--- config.mk ---
export PLATFORM = sky130hd
export DESIGN_NAME = seg_value_writer
export DESIGN_NICKNAME = d
export VERILOG_FILES = /design/src/rtl/seg_value_writer.sv
export SDC_FILE = /design/constraint.sdc
export NUM_CORES = 1
export LEC_CHECK = 0
export CORE_UTILIZATION = 58
export CTS_CLUSTER_DIAMETER = 60
export DETAILED_ROUTE_END_ITERATION = 7
export PLACE_DENSITY = 0.82
export SYNTH_ARGS = -nofsm -noshare
export SYNTH_HDL_FRONTEND = slang
export SYNTH_SLANG_ARGS = --single-unit
export TNS_END_PERCENT = 100
--- constraint.sdc ---
create_clock -name clk -period 4.5 [get_ports clk]
set_input_delay 0.675 -clock clk [delete_from_list [all_inputs] [get_ports clk]]
set_output_delay 0.675 -clock clk [all_outputs]
set_load 0.02 [all_outputs]
--- src/rtl/seg_value_writer.sv ---
// seg_value_writer
//   Converts a 14-bit binary value to four BCD digits (sequential
//   double-dabble, one iteration per clock), encodes each digit as an
//   active-low 7-segment byte and writes the four bytes to the LED scan
//   driver registers at BASE_ADDR (ones) .. BASE_ADDR+3 (thousands) over a
//   bus shared with the CPU via a req/gnt handshake.
//
// Ports
//   clk      in   clock
//   rst_n    in   synchronous active-low reset
//   start    in   request a conversion (sampled only when idle)
//   value    in   14-bit binary value, 0..9999 displayable; larger shows dashes
//   dp       in   decimal point per digit, bit0 = ones
//   busy     out  operation in progress (cycle after start through done)
//   done     out  one-cycle pulse after the last write
//   bus_req  out  bus request, high while writing
//   bus_gnt  in   bus granted this cycle
//   we       out  write strobe, bus_req & bus_gnt
//   addr     out  write address
//   out      out  segment byte, active-low, bit7 = decimal point

module seg_value_writer #(
    parameter logic [7:0] BASE_ADDR = 8'd214,
    parameter bit         BLANK_LZ  = 1'b1
) (
    input  logic        clk,
    input  logic        rst_n,
    input  logic        start,
    input  logic [13:0] value,
    input  logic [3:0]  dp,
    output logic        busy,
    output logic        done,
    output logic        bus_req,
    input  logic        bus_gnt,
    output logic        we,
    output logic [7:0]  addr,
    output logic [7:0]  out
);

    typedef enum logic [1:0] {
        S_IDLE,
        S_CONV,
        S_WRITE,
        S_DONE
    } state_t;

    state_t      r_state;
    logic [13:0] r_val;
    logic [3:0]  r_dp;
    logic        r_ovf;
    logic [15:0] r_bcd;
    logic [3:0]  r_cnt;
    logic [1:0]  r_idx;
    logic        r_busy;
    logic        r_done;
    logic        r_req;
    logic [7:0]  r_addr;
    logic [7:0]  r_out;

    logic [15:0] w_bcd_adj;
    logic [15:0] w_bcd_next;

    // One double-dabble step: +3 on every nibble >= 5, then shift in the next
    // value bit (MSB first).
    always_comb begin
        w_bcd_adj = r_bcd;
        for (int unsigned n = 0; n < 4; n++) begin
            if (r_bcd[4*n +: 4] >= 4'd5) begin
                w_bcd_adj[4*n +: 4] = r_bcd[4*n +: 4] + 4'd3;
            end
        end
        w_bcd_next = {w_bcd_adj[14:0], r_val[13]};
    end

    // Segment byte for digit idx. Overflow forces a dash and suppresses
    // blanking; the decimal point is applied last so it shows on blanks too.
    function automatic logic [7:0] f_encode(
        input logic [15:0] bcd,
        input logic [1:0]  idx,
        input logic [3:0]  dpm,
        input logic        ovf
    );
        logic [3:0] dig;
        logic [7:0] seg;
        logic       lz;
        dig = bcd[4*idx +: 4];
        // Leading zero: this digit and every higher one are zero.
        lz  = (idx != 2'd0) && ((bcd >> {idx, 2'b00}) == 16'd0);
        case (dig)
            4'd0:    seg = 8'b11000000;
            4'd1:    seg = 8'b11111001;
            4'd2:    seg = 8'b10100100;
            4'd3:    seg = 8'b10110000;
            4'd4:    seg = 8'b10011001;
            4'd5:    seg = 8'b10010010;
            4'd6:    seg = 8'b10000010;
            4'd7:    seg = 8'b11011000;
            4'd8:    seg = 8'b10000000;
            4'd9:    seg = 8'b10010000;
            default: seg = 8'b11111111;
        endcase
        if (ovf) begin
            seg = 8'b10111111;
        end else if (BLANK_LZ && lz) begin
            seg = 8'b11111111;
        end
        if (dpm[idx]) begin
            seg[7] = 1'b0;
        end
        return seg;
    endfunction

    always_ff @(posedge clk) begin
        if (!rst_n) begin
            r_state <= S_IDLE;
            r_val   <= '0;
            r_dp    <= '0;
            r_ovf   <= 1'b0;
            r_bcd   <= '0;
            r_cnt   <= '0;
            r_idx   <= '0;
            r_busy  <= 1'b0;
            r_done  <= 1'b0;
            r_req   <= 1'b0;
            r_addr  <= '0;
            r_out   <= '1;
        end else begin
            case (r_state)
                S_IDLE: begin
                    if (start) begin
                        r_val   <= value;
                        r_dp    <= dp;
                        r_ovf   <= (value > 14'd9999);
                        r_bcd   <= '0;
                        r_cnt   <= '0;
                        r_busy  <= 1'b1;
                        r_state <= S_CONV;
                    end
                end
                S_CONV: begin
                    r_bcd <= w_bcd_next;
                    r_val <= {r_val[12:0], 1'b0};
                    r_cnt <= r_cnt + 4'd1;
                    if (r_cnt == 4'd13) begin
                        // Present the ones digit from the final BCD result so
                        // the first write can go out in the very next cycle.
                        r_state <= S_WRITE;
                        r_idx   <= 2'd0;
                        r_req   <= 1'b1;
                        r_addr  <= BASE_ADDR;
                        r_out   <= f_encode(w_bcd_next, 2'd0, r_dp, r_ovf);
                    end
                end
                S_WRITE: begin
                    if (bus_gnt) begin
                        if (r_idx == 2'd3) begin
                            r_state <= S_DONE;
                            r_req   <= 1'b0;
                            r_done  <= 1'b1;
                            r_addr  <= '0;
                            r_out   <= '1;
                        end else begin
                            r_idx  <= r_idx + 2'd1;
                            r_addr <= BASE_ADDR + {6'd0, r_idx + 2'd1};
                            r_out  <= f_encode(r_bcd, r_idx + 2'd1, r_dp, r_ovf);
                        end
                    end
                end
                S_DONE: begin
                    r_done  <= 1'b0;
                    r_busy  <= 1'b0;
                    r_state <= S_IDLE;
                end
                default: begin
                    r_state <= S_IDLE;
                end
            endcase
        end
    end

    assign busy    = r_busy;
    assign done    = r_done;
    assign bus_req = r_req;
    assign we      = r_req & bus_gnt;
    assign addr    = r_addr;
    assign out     = r_out;

endmodule

==> flow_metrics.py <==
metrics = {
    "sta": {
        "fmax_mhz": 300,
        "rsz0062_at_grt": "no",
        "slew_violations": 0,
        "finalSetupTns_ns": 0,
        "finalHoldViolations": 0,
        "finalCritPeriodShare_pct": 74.2,
        "setup_viol": 0,
        "fin_skew_ns": 0.0104,
        "setup_slack_ns": 1.16,
        "fin_crit_ns": 3.34,
        "tightest_slew_ns": 0.811,
        "max-slew-margin-rel_pct": 45.9,
    },
    "route": {
        "vias": 3112,
        "antenna_left": 0,
        "viasPerCell": 5.96,
        "drcViolationCount": 0,
        "dr.pass1.iters": 5,
        "drtIter0Drc": 144,
        "wl_per_cell_um": 15.3,
        "drt_wl_total_um": 8000,
    },
    "worst_setup_path": {
        "worst-path-buf-inv": 2,
        "r2r_cells": 9,
        "cp_slowest_cell": "dfxtp_1",
        "path_max_fanout": 11,
        "crit_family": "adder cells",
        "cpPeakStageDelay_ns": 0.65,
        "critPathKind": "register to register",
        "arrival_ns": 3.58,
        "required_ns": 4.74,
        "critical_path.cell_chain": "inv_1, ha_1, mux4_2, inv_1, ha_1, or4b_1, a211oi_4, nor3_1, o311ai_1",
        "cp_num_cells": 9,
        "end_kind": "register",
        "worstSetupStartpointType": "register",
    },
    "clock_network": {
        "post_cts.repair.setup_buffers": 0,
        "clk_root_buffer_cell": "clkbuf_8",
        "clk_pin_slew_ns": 0.07,
        "cts_resized": 0,
        "cts_hold_buf": 0,
        "clockBufferDepth": 2,
        "cts_tree": "done",
        "clk_latency_ns": 0.34,
        "htree_levels": 3,
        "cts_made_buffers": 9,
        "clock_sinks": 58,
    },
    "synth": {
        "yosys_warnings": 0,
        "synth_area_per_cell_um2": 8.75,
        "ys_ff_latch": 58,
        "synthTopCellsByCount": "dfxtp_1, nand2_1, inv_1",
        "synth_area_leaders": "dfxtp_1, ha_1, mux2i_1",
        "ys_types": 60,
        "yosysTopAreaCell": "dfxtp_1",
        "synth_edf_count": 0,
        "yosysMostFrequentCell": "dfxtp_1",
        "yosysSeqAreaShare_pct": 31.8,
        "synth.top_cell.area_share_pct": 31.8,
        "syn_nets": 463,
        "ys.flop_type": "dfxtp_1",
        "synthArstFlopShare_pct": 0,
        "netlist_instances": 417,
        "netlist_area_mm2": 0.00365,
    },
    "power_and_ir_drop": {
        "powerDensity_mw_per_mm2": 503,
        "switching_share_pct": 38.0,
        "p_comb_share_pct": 41.5,
        "clkPwrFrac_pct": 25.3,
        "p_leak_nw": 1.70,
        "ir_worst_vdd_v": 0.000363,
        "p_int_mw": 1.32,
        "power_switching_mw": 0.811,
        "seqPwrFrac_pct": 33.2,
    },
    "final_layout": {
        "antenna_cells": 0,
        "nets": 488,
        "syn_to_final_growth_pct": 16.3,
        "fillers": 482,
        "layout-drive-gt1-share_pct": 7.83,
    },
    "place": {
        "place_ws_ns": 1.20,
        "io_buffers": 40,
        "dp_hpwl_um": 5680,
        "place_congestion": 0.937,
    },
    "global_routing": {
        "use_met3_pct": 4.27,
        "grt-busiest-layer": "met2",
        "grt_pass1_wl_um": 13000,
        "gr-usage-met1_pct": 31.0,
        "grt_max_degree": 59,
        "first_global_vias": 2925,
        "antenna_found_initial": 0,
        "grt_util_met2_pct": 43.5,
        "grt_usage_pct": 25.7,
        "grt_remaining_overflow": 0,
    },
    "floorplanning": {
        "num_io_pins": 42,
        "die_w_um": 81.3,
        "start_util_pct": 60.9,
        "coreArea_mm2": 0.00599,
        "dieHeight_um": 81.3,
        "dieArea_mm2": 0.00661,
        "rows": 28,
    },
    "run_status": {
        "status": "completed",
    },
    "run": {
        "max_cap_violations": 0,
    },
    "min_path": {
        "worstHoldPathType": "register to register",
        "min_path_cells": 2,
    },
}
layer usage:
layer | vias up | wire length (um)
li1 | 1548 | -
met1 | 1448 | 3600
met2 | 95 | 3870
met3 | 21 | 317
met4 | 0 | 223
met5 | - | 0
state kept, by name (all words and copies together) (netlist names):
register,cells
r_state,2
busy,1
r_dp,4
r_bcd,16
out,8
r_cnt,4
r_ovf,1
r_val,14
addr,4
done,1
bus_req,1
r_idx,2
worst register-to-register path, cell delays in order (launching register included):
cell,delay [ns]
dfxtp_1,0.65
inv_1,0.10
ha_1,0.50
mux4_2,0.43
inv_1,0.12
ha_1,0.22
or4b_1,0.50
a211oi_4,0.31
nor3_1,0.11
o311ai_1,0.28
stage by stage:
step           hold slack (ns)  area, um2  utilization (%)  power, mW  instances
3_5_place_dp             0.475       4020             67.1       1.60        506
3_3_place_gp             0.454       4020             67.1       1.58        506
4_1_cts                  0.490       4240             70.8       2.14        522
5_1_grt                  0.501       4240             70.8       2.25        522
2_1_floorplan            0.439       3650                -       1.33        417
6_report                 0.483       4240             70.8       2.13        522
path summary, 6_finish.rpt:
check	startpoint	endpoint	slack, ns
max	r_idx[0]	out[2]	1.16
min	out[7]	out[7]	0.48
max reg2reg	r_idx[0]	out[2]	1.16
min reg2reg	out[7]	out[7]	0.48
area by class of cell:
| cell class | count | area [um2] | share of cell area, % |
|---|---|---|---|
| Clock inverter | 5 | 77.6 | 1.83 |
| Inverter | 25 | 93.8 | 2.21 |
| Timing Repair Buffer | 44 | 430 | 10.1 |
| Multi-Input combinational cell | 304 | 2240 | 52.9 |
| Clock buffer | 11 | 141 | 3.33 |
| Tap cell | 75 | 93.8 | 2.21 |
| Sequential cell | 58 | 1160 | 27.4 |
logic make-up (layout without fill, tap and decap cells):
family	after synthesis	count (layout)	share of synthesized area (%)
muxes	29	29	9.98
and+or+nand+nor	139	139	20.2
AOI/OAI and AO/OA	105	105	21.5
other	1	1	0.103
adders and majority gates	24	24	8.23
DFF	58	58	31.8
xor gates and xnor gates	6	6	1.44
buffers and inverters	55	85	6.76
cells in the final DEF (no fill, tap or decap), types with 6 or more instances in the layout:
master | netlist | final
o211a_1 | 15 | 15
a21oi_1 | 16 | 16
nand2b_1 | 8 | 8
a32oi_1 | 6 | 6
nand2_1 | 42 | 42
inv_1 | 25 | 25
nand3_1 | 10 | 10
a22oi_1 | 8 | 8
nor2_1 | 14 | 14
nor2b_1 | 21 | 21
a21boi_0 | 7 | 7
clkbuf_8 | 0 | 10
and2_1 | 11 | 11
nor4_1 | 8 | 8
o21ai_0 | 17 | 17
ha_1 | 24 | 24
dfxtp_1 | 58 | 58
nor3_1 | 8 | 8
mux2i_1 | 21 | 21
clkdlybuf4s50_1 | 0 | 40
a211oi_1 | 7 | 7
power by group through the flow:
stage | logic (mW) | clock network, mW | registers, mW
floorplan | 0.572 | 0 | 0.753
global placement | 0.864 | 0 | 0.713
detailed placement | 0.882 | 0 | 0.720
CTS | 0.885 | 0.548 | 0.709
global route | 0.963 | 0.564 | 0.723
finish | 0.886 | 0.541 | 0.708
No activity file was read; power rests on OpenSTA's default activity.
